<file path="src/rtl/apb_slave_regfile.sv">
// ---------------------------------------------------------------------------
// apb_slave_regfile
//
// APB slave exposing a 64-byte window of sixteen 32-bit registers.
// Registers 0..14 are read/write; register 15 is a read-only ID word
// (32'hA5B0_0000 | SLAVE_ID). The access phase can be stretched by
// WAIT_STATES cycles before Pready is raised.
//
// Handshake: a transfer is requested by a setup cycle (sel=1, Penable=0)
// followed by access cycles (sel=1, Penable=1). The transfer completes on
// the first rising edge where sel=1, Penable=1 and Pready=1. Dropping sel
// before that edge abandons the transfer without side effects.
//
// Parameters:
//   SLAVE_ID    - bit of Pselx that selects this slave (0..2)
//   BASE_ADDR   - base of the 64-byte window (bits [5:0] ignored)
//   WAIT_STATES - access cycles with Pready low before completion (0..7)
//
// Ports:
//   Hclk       in   clock, rising edge
//   Hresetn    in   asynchronous active-low reset
//   Pselx      in   one-hot peripheral select
//   Penable    in   0 = setup phase, 1 = access phase
//   Pwrite     in   1 = write, 0 = read
//   Paddr      in   byte address
//   Pwdata     in   write data
//   Prdata     out  read data, non-zero only while Pready=1 on a good read
//   Pready     out  registered transfer-complete flag
//   Pslverr    out  error response, qualified by Pready
//   state_dbg  out  current FSM state for observation
// ---------------------------------------------------------------------------
module apb_slave_regfile #(
    parameter int unsigned SLAVE_ID    = 0,
    parameter logic [31:0] BASE_ADDR   = 32'h8000_0000,
    parameter int unsigned WAIT_STATES = 0
) (
    input  logic        Hclk,
    input  logic        Hresetn,
    input  logic [2:0]  Pselx,
    input  logic        Penable,
    input  logic        Pwrite,
    input  logic [31:0] Paddr,
    input  logic [31:0] Pwdata,
    output logic [31:0] Prdata,
    output logic        Pready,
    output logic        Pslverr,
    output logic [1:0]  state_dbg
);

    localparam logic [1:0]  ST_IDLE  = 2'd0;
    localparam logic [1:0]  ST_WAIT  = 2'd1;
    localparam logic [1:0]  ST_READY = 2'd2;

    localparam logic [1:0]  SEL_BIT   = 2'(SLAVE_ID);
    localparam logic [31:0] ID_VALUE  = 32'hA5B0_0000 | 32'(SLAVE_ID);
    localparam logic [2:0]  WAIT_INIT = 3'(WAIT_STATES);
    localparam logic [3:0]  ID_INDEX  = 4'hF;

    logic [1:0]  state;
    logic [2:0]  cnt;
    logic [31:0] regs [15];

    // Transfer context captured in the setup cycle; the access phase only
    // ever looks at these, never at the live bus.
    logic [3:0]  lat_idx;
    logic        lat_wr;
    logic [31:0] lat_wdata;
    logic        lat_err;

    logic        sel;
    logic        sel_unused;
    logic [3:0]  live_idx;
    logic        live_hit;
    logic        live_err;
    logic [31:0] live_rdata;
    logic [31:0] lat_rdata;

    assign sel        = Pselx[SEL_BIT];
    assign sel_unused = ^Pselx;
    assign state_dbg  = state;

    // Decode of the current bus address (used at the setup edge).
    assign live_idx = Paddr[5:2];
    assign live_hit = (Paddr[31:6] == BASE_ADDR[31:6]) && (Paddr[1:0] == 2'b00);
    assign live_err = !live_hit || (Pwrite && (live_idx == ID_INDEX));

    // With zero wait states Pready/Prdata are loaded on the setup edge itself,
    // so the read data must come from the live address, not the latch.
    always_comb begin
        live_rdata = '0;
        if (!live_err && !Pwrite) begin
            if (live_idx == ID_INDEX)
                live_rdata = ID_VALUE;
            else
                live_rdata = regs[live_idx];
        end
    end

    always_comb begin
        lat_rdata = '0;
        if (!lat_err && !lat_wr) begin
            if (lat_idx == ID_INDEX)
                lat_rdata = ID_VALUE;
            else
                lat_rdata = regs[lat_idx];
        end
    end

    always_ff @(posedge Hclk or negedge Hresetn) begin
        if (!Hresetn) begin
            state     <= ST_IDLE;
            cnt       <= '0;
            Pready    <= 1'b0;
            Pslverr   <= 1'b0;
            Prdata    <= '0;
            lat_idx   <= '0;
            lat_wr    <= 1'b0;
            lat_wdata <= '0;
            lat_err   <= 1'b0;
            for (int i = 0; i < 15; i++)
                regs[i] <= '0;
        end else begin
            case (state)
                ST_IDLE: begin
                    // Access cycles without a preceding setup are ignored.
                    if (sel && !Penable) begin
                        lat_idx   <= live_idx;
                        lat_wr    <= Pwrite;
                        lat_wdata <= Pwdata;
                        lat_err   <= live_err;
                        cnt       <= WAIT_INIT;
                        if (WAIT_STATES == 0) begin
                            state   <= ST_READY;
                            Pready  <= 1'b1;
                            Pslverr <= live_err;
                            Prdata  <= live_rdata;
                        end else begin
                            state <= ST_WAIT;
                        end
                    end
                end

                ST_WAIT: begin
                    if (!sel) begin
                        state   <= ST_IDLE;
                        cnt     <= '0;
                        Pready  <= 1'b0;
                        Pslverr <= 1'b0;
                        Prdata  <= '0;
                    end else if (Penable) begin
                        // Raising Pready when the count hits 1 lets it be
                        // visible in access cycle WAIT_STATES+1.
                        if (cnt == 3'd1) begin
                            cnt     <= '0;
                            state   <= ST_READY;
                            Pready  <= 1'b1;
                            Pslverr <= lat_err;
                            Prdata  <= lat_rdata;
                        end else begin
                            cnt <= cnt - 3'd1;
                        end
                    end
                end

                ST_READY: begin
                    // Completion (sel & Penable) or abort (!sel) both return
                    // to IDLE; only a completed, error-free write commits.
                    if (!sel || Penable) begin
                        if (sel && lat_wr && !lat_err)
                            regs[lat_idx] <= lat_wdata;
                        state   <= ST_IDLE;
                        cnt     <= '0;
                        Pready  <= 1'b0;
                        Pslverr <= 1'b0;
                        Prdata  <= '0;
                    end
                end

                default: begin
                    state   <= ST_IDLE;
                    cnt     <= '0;
                    Pready  <= 1'b0;
                    Pslverr <= 1'b0;
                    Prdata  <= '0;
                end
            endcase
        end
    end

endmodule
</file>
<file path="config.mk">
export PLATFORM = sky130hd
export DESIGN_NAME = apb_slave_regfile
export DESIGN_NICKNAME = d
export VERILOG_FILES = /design/src/rtl/apb_slave_regfile.sv
export SDC_FILE = /design/constraint.sdc
export NUM_CORES = 1
export LEC_CHECK = 0
export ABC_AREA = 1
export CAP_MARGIN = 20
export CORE_MARGIN = 4
export CORE_UTILIZATION = 50
export DETAILED_ROUTE_END_ITERATION = 16
export GPL_ROUTABILITY_DRIVEN = 0
export GPL_TIMING_DRIVEN = 0
export PLACE_DENSITY = 0.68
export REMOVE_ABC_BUFFERS = 1
export SLEW_MARGIN = 20
export SYNTH_ARGS = -nofsm -noshare
export SYNTH_HDL_FRONTEND = slang
export SYNTH_SLANG_ARGS = --single-unit
</file>
<file path="constraint.sdc">
create_clock -name Hclk -period 2.5 [get_ports Hclk]
set_clock_uncertainty 0.05 [all_clocks]
set_input_delay 0.5 -clock Hclk [delete_from_list [all_inputs] [get_ports Hclk]]
set_output_delay 0.5 -clock Hclk [all_outputs]
set_load 0.01 [all_outputs]
</file>
# Yosys cells after proc, flatten, opt, wreduce, memory -nomap -nowiden
# Cells that the tools add are included.
# word_totals
input_bits	71
reg_bits	557
wordCells	105
output_inout_bits	36
# op_classes
n_addsub	1
n_mux	42
bitwise	2
eq_ne	10
n_reduce_logical	23
n_lt_le_gt_ge	3
# ops
operator	n
480-bit bitwise mux	1
32-bit 2-to-1 mux	14
32-bit binary-select mux with 4-bit select	2
32-bit demux with 4-bit select	1
32-bit one-hot mux with 3 select lines	1
26-bit equality test, second input constant	1
3-bit 2-to-1 mux	5
5-bit >= comparator, second input constant	2
2-bit 2-to-1 mux	5
4-bit inverter with 5-bit output	2
1-bit 2-to-1 mux	9
3-bit one-hot mux with 3 select lines	1
4-bit equality test, second input constant	2
1-bit logical AND	8
1-bit zero test	7
3-bit != test, second input constant	2
1-bit one-hot mux with 3 select lines	2
2-bit one-hot mux with 3 select lines	1
3-bit AND reduction	2
5-bit by 1-bit < comparator with 1-bit output, second input constant	1
2-bit zero test	2
2-bit != test, second input constant	2
4-bit AND reduction	1
3-bit by 1-bit equality test with 1-bit output, second input constant	1
5 further kinds	6

# Logic depth before layout (Yosys ltp)
# depth
ltp_word	10
ltp_mapped	12
ltp_nobuf	11

# Worst setup path before layout
# Ideal clock, no wire load.
# synth_timing
kind	input-to-reg
startpoint	input Pselx[0]
endpoint	register Prdata[15]
n_path_buf	2
path_slack_ns	0.498
setup_time_ns	0.066
t_arrival_ns	1.886
cell_stages	10
required_ns	2.384
cell_sequence	inv_1 nor2_1 ha_1 clkbuf_1 nor2_1 nand2_1 nor3_1 buf_2 nand3_1 nand2_1
# synth_between
elab_chain_cells	4
elab_cells_between_ends	10
classes_between	eq/ne: 4; mux: 2; reduce/logical: 4
# synth_lines
item	line	source
from (decl)	39	input logic [2:0] Pselx,
1-bit zero test	168	if (!sel || Penable) begin
1-bit logical OR	168	
2-bit != test (no line)	--	
4-bit AND reduction (no line)	--	
to (signal assigned)	136	Prdata <= live_rdata;
to (signal assigned)	158	Prdata <= lat_rdata;
to (decl)	44	output logic [31:0] Prdata,
# Several ways; a longest one is shown, not always the timed one.
# A chain may end at the register's enable or synchronous reset.

# Worst setup path in the final report
# layout_timing
startpoint	register state[1], in the netlist state_dbg[1]
endpoint	register regs[462] (netlist bit)
# layout_between
elab_chain_cells	2
# layout_lines
item	line	source
from (decl)	59	logic [1:0] state;
from (signal assigned)	111	state <= ST_IDLE;
from (signal assigned)	133	state <= ST_READY;
from (signal assigned)	138	state <= ST_WAIT;
2-bit equality test	123	case (state)
3-bit AND reduction (no line)	--	
to (signal, indexed assignment)	170	regs[lat_idx] <= lat_wdata;
to (decl)	61	logic [31:0] regs [15];
# Every way passes these cells.

==> results.py <==
metrics = {
    "status": {
        "outcome": "finished with violations",
        "failed_checks": "negative setup slack",
    },
    "cts": {
        "clkSinkCount": 552,
        "clkTransAtPathRegs_ns": 0.06,
        "numCtsBuffers": 57,
        "cts_tree": "built",
        "cts_htree_levels": 2,
        "clk_path_buf_depth": 3,
        "clockRootBuffer": "clkbuf_16",
        "insertion_delay_ns": 0.61,
    },
    "setup_path": {
        "crit_required_ns": 2.96,
        "cp-startpoint": "state_dbg[1]",
        "cp_slowest_stage_delay_ns": 0.47,
        "critical_path.top_delay_family": "simple AND/OR/NAND/NOR gates",
        "path_depth": 9,
        "r2r-start": "state_dbg[1]",
        "endpoint": "regs[462]",
        "crit_fanout": 16,
        "worst_r2r_endpoint": "regs[462]",
        "path_cells": "ha_1 -> inv_1 -> nor2_1 -> nand3_2 -> nor3_4 -> buf_4 -> buf_12 -> nand2_4 -> o21ai_0",
        "cp_data_arrival_time_ns": 2.97,
        "slowest_stage": "dfrtp_1",
        "startpoint_type": "register",
        "rrSetupSlack_ns": -0.01,
        "crit_path_end_kind": "register",
        "worst-path-buf-inv": 3,
        "r2r_cells": 9,
        "crit_type": "reg -> reg",
    },
    "grt": {
        "grt_first_pass_wirelength_um": 115000,
        "grt_pass1_vias": 21000,
        "grt_usage_pct": 25.5,
        "grt-ovfl-total": 0,
        "antenna_found_initial": 0,
        "grt_max_degree": 104,
    },
    "die": {
        "die_h_um": 235,
        "io_pins": 107,
        "die_area_um2": 55400,
        "rows": 83,
        "initial_core_util_pct": 50.5,
        "dieWidth_um": 235,
        "core_area_um2": 51200,
    },
    "placement": {
        "io_buffers": 103,
        "place_area_um2": 27600,
        "dp_hpwl_um": 37600,
        "pre_cts_slack_ns": -1.66,
    },
    "detailed_routing": {
        "first_pass_iters": 6,
        "drt_wl_total_um": 76400,
        "post_drt_wl_per_cell_um": 18.7,
        "ant_nets": 0,
        "vias": 22300,
        "avgViaCountPerCell": 5.46,
        "drt_iter0_drc": 2519,
        "route.detailed.drc": 0,
    },
    "synthesis": {
        "synthDistinctLibCells": 25,
        "synth_area_per_cell_um2": 7.65,
        "yosysSeqAreaShare_pct": 53.4,
        "ys_ff_latch": 552,
        "syn_area_um2": 25800,
        "netlist_instances": 3379,
        "yosysWarningCount": 0,
    },
    "hold_path": {
        "min_from": "Paddr[2]",
        "hold_path.class": "in -> reg",
    },
    "final_layout": {
        "layout_commonest_cell": "nand2_1",
        "layout_common_cells": "1200 x nand2_1, 550 x dfrtp_1, 504 x o21ai_0, 411 x inv_1, 332 x nand3_1",
        "final_layout_size_suffix_gt1_share_pct": 5.55,
        "fin_nets": 3428,
        "area_growth_syn_to_layout_pct": 16.7,
        "antenna_cells": 0,
        "fin_area_um2": 30200,
    },
    "sta": {
        "fin_tns_setup_ns": -0.00980,
        "min_period_ns": 2.51,
        "hold_viol": 0,
        "worst_pin_slew_ns": 0.771,
        "finalCritPeriodShare_pct": 100,
        "fin_ws_ns": -0.00980,
        "slew_headroom_pct": 48.6,
        "finalMaxSlewViolations": 0,
        "grt_setup_unrepaired": "yes",
        "fmaxAchievable_mhz": 398,
        "setup_viol": 1,
    },
    "run": {
        "max_cap_violations": 0,
    },
    "power_and_ir_drop": {
        "p_leak_nw": 14.3,
        "p_total_mw": 27.3,
        "p_per_area_nw_per_um2": 905,
        "ir_drop_mv": 0.572,
    },
}
## sequential cells by signal, indices dropped and copies added (netlist names)
| signal | count |
|---|---|
| Prdata | 32 |
| lat_wr | 1 |
| lat_err | 1 |
| lat_wdata | 32 |
| lat_idx | 4 |
| state_dbg | 1 |
| regs | 480 |
| Pslverr | 1 |
## synth_stat cells
| master | instances | area [um2] |
|---|---|---|
| inv_2 | 2 | 7.51 |
| dfrtp_1 | 552 | 13800 |
| o21ai_1 | 12 | 60.1 |
| nor3_2 | 1 | 10.0 |
| nor3_4 | 2 | 32.5 |
| buf_2 | 52 | 260 |
| nor3_1 | 2 | 10.0 |
| nor2_2 | 1 | 6.26 |
| nand4_2 | 2 | 25.0 |
| nand3_1 | 333 | 1670 |
| o211ai_1 | 13 | 97.6 |
| o21bai_1 | 19 | 143 |
| buf_1 | 17 | 63.8 |
| nand4_1 | 1 | 6.26 |
| inv_1 | 416 | 1560 |
| ha_1 | 2 | 25.0 |
| o21ai_0 | 509 | 2550 |
| nand2_2 | 9 | 56.3 |
| buf_4 | 2 | 15.0 |
| conb_1 | 1 | 3.75 |
| nor2_1 | 49 | 184 |
| nand3b_1 | 8 | 60.1 |
| nand2_1 | 1201 | 4510 |
| nand3_2 | 6 | 60.1 |
| clkbuf_1 | 167 | 627 |
## worst min-delay path: cells and delay by family
| family | cells | cell delay [ns] |
|---|---|---|
| buffers and inverters | 1 | 0.17 |
| AND/OR/NAND/NOR | 1 | 0.10 |
| AO/OA/AOI/OAI | 1 | 0.10 |
## layout make-up
| type | instances | area (um2) |
|---|---|---|
| sequential | 552 | 13800 |
| clock inverter | 21 | 262 |
| tap | 680 | 851 |
| timing repair inverter | 1 | 11.3 |
| clock buffer | 87 | 1740 |
| fill | 4457 | 21000 |
| multi-input combinational | 2176 | 9830 |
| inverter | 418 | 1620 |
| timing repair buffer | 149 | 2030 |
## timing repair
action                     4_1_cts  5_1_grt
setup endpoints to repair      164      299
hold buffers                     1        0
pin swaps                        1        5
cloned                           2        9
buffers inserted                 2       10
hold endpoints to repair        43        0
resized for setup                8       31
## layer usage
metal  GRT usage, %  up-vias  wire (um)
met5              0        -          0
met4           8.74        0       2890
met3           2.79      173       6020
met2           43.2      953      35700
met1           34.4    10700      31700
li1               -    10500          -
## report_power, final
| group | total (mW) | internal (mW) | switching (mW) |
|---|---|---|---|
| registers | 12.4 | 11.2 | 1.24 |
| clock network | 8.96 | 5.40 | 3.56 |
| logic | 5.94 | 1.94 | 4.00 |
| total | 27.3 | 18.5 | 8.80 |
## kinds of logic after synthesis
group	after synthesis	share of synthesized area [%]
buffers and inverters	656	9.81
other	1	0.0145
flip-flops	552	53.4
adder cells (fa/ha/maj)	2	0.0968
AND/OR/NAND/NOR	1615	25.6
AO/OA/AOI/OAI	553	11.0
## worst min path at each step
| stage | end | cells past startpoint |
|---|---|---|
| floorplan | Prdata[0] | 0 |
| global placement | Prdata[26] | 2 |
| detailed placement | regs[163] | 1 |
| CTS | lat_idx[0] | 3 |
| global route | lat_idx[0] | 3 |
| finish | lat_idx[0] | 3 |
## metrics by stage
step                      hold WS (ns)  instances  util (%)
after CTS                        0.257       4065      58.1
final                            0.303       4084      58.9
after floorplan                  0.154       3141         -
after detailed placement         0.375       3952      53.9
after global placement           0.410       3924      52.3
after global routing             0.312       4084      58.9
Power figures use the tool's default switching activity.
